[src/rtl/alu_seq_unit.sv]
// rtl/alu_seq_unit.sv - handshake-driven multi-cycle ALU with iterative shift-add multiply
//
// Ports:
//    clk         system clock, rising edge
//    reset       asynchronous active-low reset
//    req_valid   request present
//    req_ready   unit can accept a request (IDLE only)
//    a, b        operands, sampled only at acceptance
//    ALUControl  0000 AND, 0001 OR, 0010 ADD, 0110 SUB, 0111 PASS B, 1000 MUL
//    rsp_valid   response valid (DONE)
//    rsp_ready   consumer accepts the response
//    result      registered result
//    zero        registered, 1 iff result == 0
//    err         registered, 1 iff the request used an illegal code
//    busy        unit is not IDLE
module alu_seq_unit #(
   parameter int N     = 64,
   parameter int CNT_W = $clog2(N)
) (
   input  logic         clk,
   input  logic         reset,
   input  logic         req_valid,
   output logic         req_ready,
   input  logic [N-1:0] a,
   input  logic [N-1:0] b,
   input  logic [3:0]   ALUControl,
   output logic         rsp_valid,
   input  logic         rsp_ready,
   output logic [N-1:0] result,
   output logic         zero,
   output logic         err,
   output logic         busy
);

   typedef enum logic [1:0] {
      S_IDLE = 2'd0,
      S_MUL  = 2'd1,
      S_DONE = 2'd2
   } state_t;

   localparam logic [3:0] OP_AND  = 4'b0000;
   localparam logic [3:0] OP_OR   = 4'b0001;
   localparam logic [3:0] OP_ADD  = 4'b0010;
   localparam logic [3:0] OP_SUB  = 4'b0110;
   localparam logic [3:0] OP_PASS = 4'b0111;
   localparam logic [3:0] OP_MUL  = 4'b1000;

   localparam logic [CNT_W-1:0] LAST_CNT = CNT_W'(N - 1);

   state_t         r_state;
   state_t         w_next;

   logic [N-1:0]   r_result;
   logic           r_zero;
   logic           r_err;
   logic [N-1:0]   r_acc;
   logic [N-1:0]   r_mcand;
   logic [N-1:0]   r_mplier;
   logic [CNT_W-1:0] r_cnt;

   logic [N-1:0]   w_alu_res;
   logic           w_illegal;
   logic           w_accept;
   logic           w_is_mul;
   logic           w_last;
   logic [N-1:0]   w_mul_next;

   // Single-cycle ALU; illegal codes leave the result at zero.
   always_comb begin
      w_alu_res = '0;
      w_illegal = 1'b0;
      case (ALUControl)
         OP_AND:  w_alu_res = a & b;
         OP_OR:   w_alu_res = a | b;
         OP_ADD:  w_alu_res = a + b;
         OP_SUB:  w_alu_res = a + ~b + N'(1);
         OP_PASS: w_alu_res = b;
         OP_MUL:  w_alu_res = '0;
         default: w_illegal = 1'b1;
      endcase
   end

   assign w_accept   = req_valid && (r_state == S_IDLE);
   assign w_is_mul   = (ALUControl == OP_MUL);
   assign w_last     = (r_cnt == LAST_CNT);
   // Accumulator after this iteration's conditional add; on the last
   // iteration this is the final product.
   assign w_mul_next = r_acc + (r_mplier[0] ? r_mcand : '0);

   // State register
   always_ff @(posedge clk or negedge reset) begin
      if (!reset) begin
         r_state <= S_IDLE;
      end else begin
         r_state <= w_next;
      end
   end

   // Next-state logic
   always_comb begin
      w_next = r_state;
      case (r_state)
         S_IDLE: begin
            if (w_accept) begin
               w_next = w_is_mul ? S_MUL : S_DONE;
            end
         end
         S_MUL: begin
            if (w_last) begin
               w_next = S_DONE;
            end
         end
         S_DONE: begin
            if (rsp_ready) begin
               w_next = S_IDLE;
            end
         end
         default: w_next = S_IDLE;
      endcase
   end

   // State-decoded outputs
   always_comb begin
      req_ready = 1'b0;
      rsp_valid = 1'b0;
      busy      = 1'b1;
      case (r_state)
         S_IDLE: begin
            req_ready = 1'b1;
            busy      = 1'b0;
         end
         S_DONE: rsp_valid = 1'b1;
         default: ;
      endcase
   end

   // Datapath: result/flags and the multiply iteration registers.
   always_ff @(posedge clk or negedge reset) begin
      if (!reset) begin
         r_result <= '0;
         r_zero   <= 1'b0;
         r_err    <= 1'b0;
         r_acc    <= '0;
         r_mcand  <= '0;
         r_mplier <= '0;
         r_cnt    <= '0;
      end else begin
         case (r_state)
            S_IDLE: begin
               if (w_accept) begin
                  if (w_is_mul) begin
                     r_acc    <= '0;
                     r_mcand  <= a;
                     r_mplier <= b;
                     r_cnt    <= '0;
                  end else begin
                     r_result <= w_alu_res;
                     r_zero   <= (w_alu_res == '0);
                     r_err    <= w_illegal;
                  end
               end
            end
            S_MUL: begin
               // Fixed N iterations; no early exit when the multiplier empties.
               r_acc    <= w_mul_next;
               r_mcand  <= r_mcand << 1;
               r_mplier <= r_mplier >> 1;
               r_cnt    <= r_cnt + CNT_W'(1);
               if (w_last) begin
                  r_result <= w_mul_next;
                  r_zero   <= (w_mul_next == '0);
                  r_err    <= 1'b0;
               end
            end
            default: ;
         endcase
      end
   end

   assign result = r_result;
   assign zero   = r_zero;
   assign err    = r_err;

endmodule

[config.mk]
export PLATFORM = sky130hd
export DESIGN_NAME = alu_seq_unit
export DESIGN_NICKNAME = d
export VERILOG_FILES = /design/src/rtl/alu_seq_unit.sv
export SDC_FILE = /design/constraint.sdc
export NUM_CORES = 1
export LEC_CHECK = 0
export ABC_AREA = 1
export BUFFER_PORTS_ARGS = -buffer_cell sky130_fd_sc_hd__buf_2
export CELL_PAD_IN_SITES_DETAIL_PLACEMENT = 1
export CELL_PAD_IN_SITES_GLOBAL_PLACEMENT = 1
export CORE_AREA = 3 3 225 393
export DETAILED_ROUTE_END_ITERATION = 16
export DIE_AREA = 0 0 228 396
export PLACE_DENSITY = 0.84
export SLEW_MARGIN = 10
export SYNTH_ARGS = -nofsm -noshare
export SYNTH_HDL_FRONTEND = slang
export SYNTH_SLANG_ARGS = --single-unit
[constraint.sdc]
create_clock -name clk -period 3.3 [get_ports clk]
set_clock_uncertainty 0.05 [all_clocks]
set_input_delay 0.495 -clock clk [delete_from_list [all_inputs] [get_ports clk]]
set_output_delay 0.495 -clock clk [all_outputs]
set_load 0.005 [all_outputs]
== Word level (Yosys, flattened, before mapping) ==
Index checks and enable logic that the tools add are counted.

* Bitwise gates (word level): 3
* Reduce and logical (&&, ||, !) cells: 10
* Muxes and demuxes: 35
* Eq/ne operators: 13
* Add/sub/neg operators: 5

{| class="wikitable"
|+ Operator list
! kind !! number
|-
| 64-bit 2-to-1 mux || 10
|-
| 64-bit one-hot mux with 2 select lines || 4
|-
| 64-bit one-hot mux with 5 select lines || 1
|-
| 64-bit adder || 3
|-
| 64-bit zero test || 2
|-
| 64-bit by 1-bit adder with 64-bit output (second input constant) || 1
|-
| 64-bit bitwise AND || 1
|-
| 64-bit inverter || 1
|-
| 64-bit OR || 1
|-
| 6-bit 2-to-1 mux || 2
|-
| 6-bit one-hot mux with 2 select lines || 1
|-
| 1-bit 2-to-1 mux || 10
|-
| 2-bit != test (second input constant) || 5
|-
| 4-bit by 3-bit == test with 1-bit output (second input constant) || 2
|-
| 2-bit 2-to-1 mux || 4
|-
| 6-bit by 1-bit adder with 6-bit output (second input constant) || 1
|-
| 6-bit == test (second input constant) || 1
|-
| 2-bit one-hot mux with 3 select lines || 1
|-
| 3-bit AND reduction || 2
|-
| 5-bit OR reduction || 1
|-
| 4-bit by 1-bit == test with 1-bit output (second input constant) || 1
|-
| 4-bit by 2-bit == test with 1-bit output (second input constant) || 1
|-
| 4-bit == test (second input constant) || 1
|-
| 4-bit zero test || 1
|-
| 7 further kinds || 8
|}

* Input bits: 136
* Bits in registers: 266

== Longest topological paths before layout ==
* Word-level depth: 8
* Depth in mapped cells: 28

== Worst setup path before layout ==
Ideal clock, no wire load.

* Path type: reg2reg
* From: register r_mplier[0]
* To: register r_zero, in the netlist zero
* Arrival: 3.067 ns
* Setup time: 0.066 ns
* Slack: 0.117 ns
* Required time: 3.184 ns
* Path buffers: 2
* Stages on the path, launching flop included: 28
* Cells stage by stage: dfrtp_1 clkbuf_1 buf_1 nand2_1 inv_1 ha_1 fa_1 nand3_1 nand3_1 nand2_1 nand2_2 nand2_1 nand2_1 nand3_1 nand2_1 nand2_1 nand2_1 nand2_1 inv_1 o21bai_1 nand2_1 nor2_1 nand2_1 nor2_1 nand3_1 nand2_1 nand2_1 nand2_1

* Longest elaborated chain between the ends: 5

{| class="wikitable"
|+ Ends and longest elaborated chain
! item !! line !! text
|-
| start: declaration || 58 || <nowiki>logic [N-1:0] r_mplier;</nowiki>
|-
| start signal: assignment || 167 || <nowiki>r_mplier <= r_mplier >> 1;</nowiki>
|-
| 64-bit 2-to-1 mux || 88 || <nowiki>assign w_mul_next = r_acc + (r_mplier[0] ? r_mcand : '0);</nowiki>
|-
| 64-bit adder || 88 ||
|-
| 64-bit zero test || 171 || <nowiki>r_zero <= (w_mul_next == '0);</nowiki>
|-
| 1-bit 2-to-1 mux || 169 || <nowiki>if (w_last) begin</nowiki>
|-
| 1-bit one-hot mux with 2 select lines || 148 || <nowiki>case (r_state)</nowiki>
|-
| end signal: assignment || 158 || <nowiki>r_zero <= (w_alu_res == '0);</nowiki>
|-
| end signal: assignment || 171 ||
|-
| end: declaration || 54 || <nowiki>logic r_zero;</nowiki>
|}

Every way passes these cells. The select of a mux whose other input is x is not followed.
A chain may end at the register's enable or synchronous reset.

== Final worst setup path ==
Ends and elaborated chain as after synthesis.

==> flow_metrics.py <==
metrics = {
    "cts": {
        "clkTransAtPathRegs_ns": 0.08,
        "insertion_delay_ns": 0.66,
        "clockBufferDepth": 3,
        "clock-sinks": 266,
        "numCtsBuffers": 31,
        "root_buffer": "clkbuf_16",
        "cts_tree": "built",
        "h-tree-depth": 1,
    },
    "floorplanning": {
        "die_h_um": 396,
        "pin_count": 205,
        "rows": 142,
        "die-area_um2": 90300,
        "core_region_area_um2": 85600,
        "dieWidth_um": 228,
        "initial_core_util_pct": 35.9,
    },
    "run_status": {
        "failed_checks": "setup timing",
        "status": "complete, but fails checks",
    },
    "setup_path": {
        "regToRegSetupSlack_ns": -0.86,
        "critPathArrivalTime_ns": 4.70,
        "crit_required_ns": 3.84,
        "regToRegStartpoint": "r_mplier[0]",
        "r2r_end": "zero",
        "critPathSlowestCell": "dfrtp_2",
        "critPathMostFrequentCell": "nand2_1",
        "timing.critical_path.max_delay_family": "simple AND/OR/NAND/NOR gates",
        "r2r_cells": 25,
        "cp_slowest_stage_delay_ns": 0.51,
        "worst_setup_path_start_kind": "flop",
        "end_kind": "flop",
        "critical_path_class": "flop to flop",
        "path_max_fanout": 6,
        "worst-path-buf-inv": 5,
    },
    "cells_and_area": {
        "fill_cells": 11700,
        "layout_commonest_cell": "nand2_1",
        "num-nets-final": 7278,
        "final_cell_mix": "1532 x nand2_1, 1482 x buf_4, 895 x inv_1, 467 x nor2_1, 379 x nand3_1",
        "syn_to_final_growth_pct": 53.8,
        "final_cells": 8048,
        "drive_gt1_share_pct": 32.4,
        "final_util_pct": 55.2,
    },
    "pwr": {
        "leakage_nw": 26.4,
        "irDropWorstVdd_v": 0.000533,
        "power_density_nw_per_um2": 826,
    },
    "synthesis": {
        "yosys-top-cells-area": "dfrtp_1 22%, nand2_1 20%, inv_1 11%, ha_1 11%, nor2_1 6.6%",
        "async_flop_share_pct": 100,
        "synth_top_area_share_pct": 21.6,
        "syn_area_um2": 30800,
        "synth_area_leader_cell": "dfrtp_1",
        "yosysSeqAreaShare_pct": 21.6,
        "ys_seq_elements": 266,
        "ys_types": 48,
        "synth-main-ff-cell": "dfrtp_1",
        "yosys_warnings": 0,
        "syn_area_per_cell_um2": 5.83,
        "synth-edff-count": 0,
        "synth_nets": 5683,
        "synth_cells": 5275,
    },
    "worst_hold_path": {
        "hold_depth": 3,
        "min_to": "r_mplier[57]",
        "hold_class": "input port to flop",
        "hp-start": "b[57]",
    },
    "place": {
        "globalplace.congestion": 1.05,
        "dp.cells": 7959,
        "io_buffers": 204,
        "pre_cts_slack_ns": -1.04,
        "hpwl_um": 163000,
    },
    "timing": {
        "rsz0062_at_grt": "true",
        "period_share_pct": 126,
        "setup_viol": 42,
        "max_freq_mhz": 241,
        "final.min_clock_period_ns": 4.16,
        "tightestPinTransition_ns": 1.02,
        "final_hold_viol_count": 0,
        "slew_viol_final": 0,
        "setup_slack_ns": -0.857,
        "slew_headroom_pct": 32.3,
    },
    "grt": {
        "grt_pass1_vias": 48100,
        "overflow": 0,
        "grtUsageTotal_pct": 42.5,
        "grt_pass1_wl_um": 290000,
        "antenna_found_initial": 11,
        "grt_max_degree": 110,
    },
    "routing": {
        "dr_total_vias": 45500,
        "drc": 0,
        "finalWirelength_um": 213000,
        "wire_per_inst_um": 26.4,
        "dr.first_iter.drc_count": 3872,
        "drt-vias-per-instance": 5.66,
        "ant_nets": 0,
        "drtPass1Iterations": 5,
    },
    "flow_run": {
        "max_cap_viol_count": 0,
    },
}
-- final cells by class --
| type | count | area (um^2) | area share (%) |
|---|---|---|---|
| clock buffer | 39 | 866 | 1.83 |
| inverter | 938 | 3530 | 7.46 |
| sequential | 266 | 6660 | 14.1 |
| clock inverter | 17 | 263 | 0.555 |
| multi-input combinational | 3904 | 21600 | 45.6 |
| antenna | 3 | 7.51 | 0.0159 |
| timing repair buffer | 1729 | 13000 | 27.4 |
| tap | 1152 | 1440 | 3.05 |
-- sequential cells by signal, indices dropped and copies added, names as in the netlist --
register	count
result	64
r_mplier	64
r_state	2
r_cnt	6
err	1
zero	1
r_mcand	64
r_acc	64
-- worst max-delay path by stage --
stage	from	slack, ns	cells past startpoint	endpoint
2_1_floorplan	r_mplier[0]	0.12	27	zero
3_3_place_gp	a[6]	-1.01	26	zero
3_5_place_dp	a[4]	-1.04	26	zero
4_1_cts	r_mplier[0]	-0.29	22	zero
5_1_grt	r_mplier[0]	-0.99	25	zero
6_report	r_mplier[0]	-0.86	25	zero
-- what timing repair did --
| item | 4_1_cts | 5_1_grt |
|---|---|---|
| setup endpoints to repair | 40 | 47 |
| hold endpoints to repair | 75 | 0 |
| pin swaps | 39 | 52 |
| gates cloned | 0 | 1 |
| gates resized for setup | 183 | 254 |
| hold buffers | 2 | 0 |
| setup buffers | 11 | 17 |
-- synthesized netlist by cell type (all sizes together) (5+ instances only) --
| cell | count |
|---|---|
| a21o | 8 |
| a21oi | 400 |
| a221oi | 18 |
| a31oi | 57 |
| and2 | 8 |
| and3 | 7 |
| buf | 80 |
| clkbuf | 87 |
| clkinv | 5 |
| dfrtp | 266 |
| ha | 269 |
| inv | 933 |
| nand2 | 1651 |
| nand3 | 408 |
| nand3b | 16 |
| nand4 | 51 |
| nor2 | 570 |
| nor3 | 45 |
| nor4 | 10 |
| o211ai | 8 |
| o21a | 8 |
| o21ai | 133 |
| o21bai | 22 |
| o22ai | 169 |
| or2 | 10 |
| xnor2 | 9 |
| xor2 | 15 |
-- worst register-to-register path, delay by kind of cell (launching register included) --
kind                     cells  cell delay [ns]
adder cells (fa/ha/maj)      1             0.30
buffers and inverters        5             0.64
flip-flops                   1             0.51
AND/OR/NAND/NOR             19             2.64
-- per-stage QoR --
| stage | hold slack [ns] | setup TNS [ns] | total power [mW] | instance area [um^2] |
|---|---|---|---|---|
| final | 0.118 | -10.24 | 39.1 | 47300 |
| after global routing | 0.148 | -11.72 | 40.6 | 47300 |
| after CTS | 0.108 | -0.730 | 34.7 | 46200 |
| after detailed placement | 0.415 | -13.71 | 28.7 | 44200 |
| after global placement | 0.410 | -10.13 | 27.6 | 44200 |
| after floorplan | 0.149 | 0 | 15.7 | 30800 |
-- report_power, final --
part	total (mW)	switching, mW	internal [mW]	leakage (nW)
Sequential	6.63	1.74	4.89	3.15
Clock	4.08	1.75	2.33	0.556
Combinational	28.4	16.2	12.2	22.7
Total	39.1	19.7	19.4	26.4
-- cell families (layout without fill, tap and decap cells) --
| group | Yosys count | after routing | share of synthesized area [%] |
|---|---|---|---|
| compound gates | 832 | 832 | 15.2 |
| xor+xnor | 24 | 24 | 0.683 |
| fa+ha+maj | 272 | 272 | 11.1 |
| buf+inv | 1105 | 2723 | 13.9 |
| flops | 266 | 266 | 21.6 |
| other cells | 0 | 3 | 0 |
| simple gates | 2776 | 2776 | 37.4 |
-- routing by layer --
metal	GRT usage [%]	routed length [um]
met1	44.4	73700
met2	74.4	99700
met3	5.74	14700
met4	37.8	24500
met5	0	67
No activity file was read; power rests on OpenSTA's default activity.
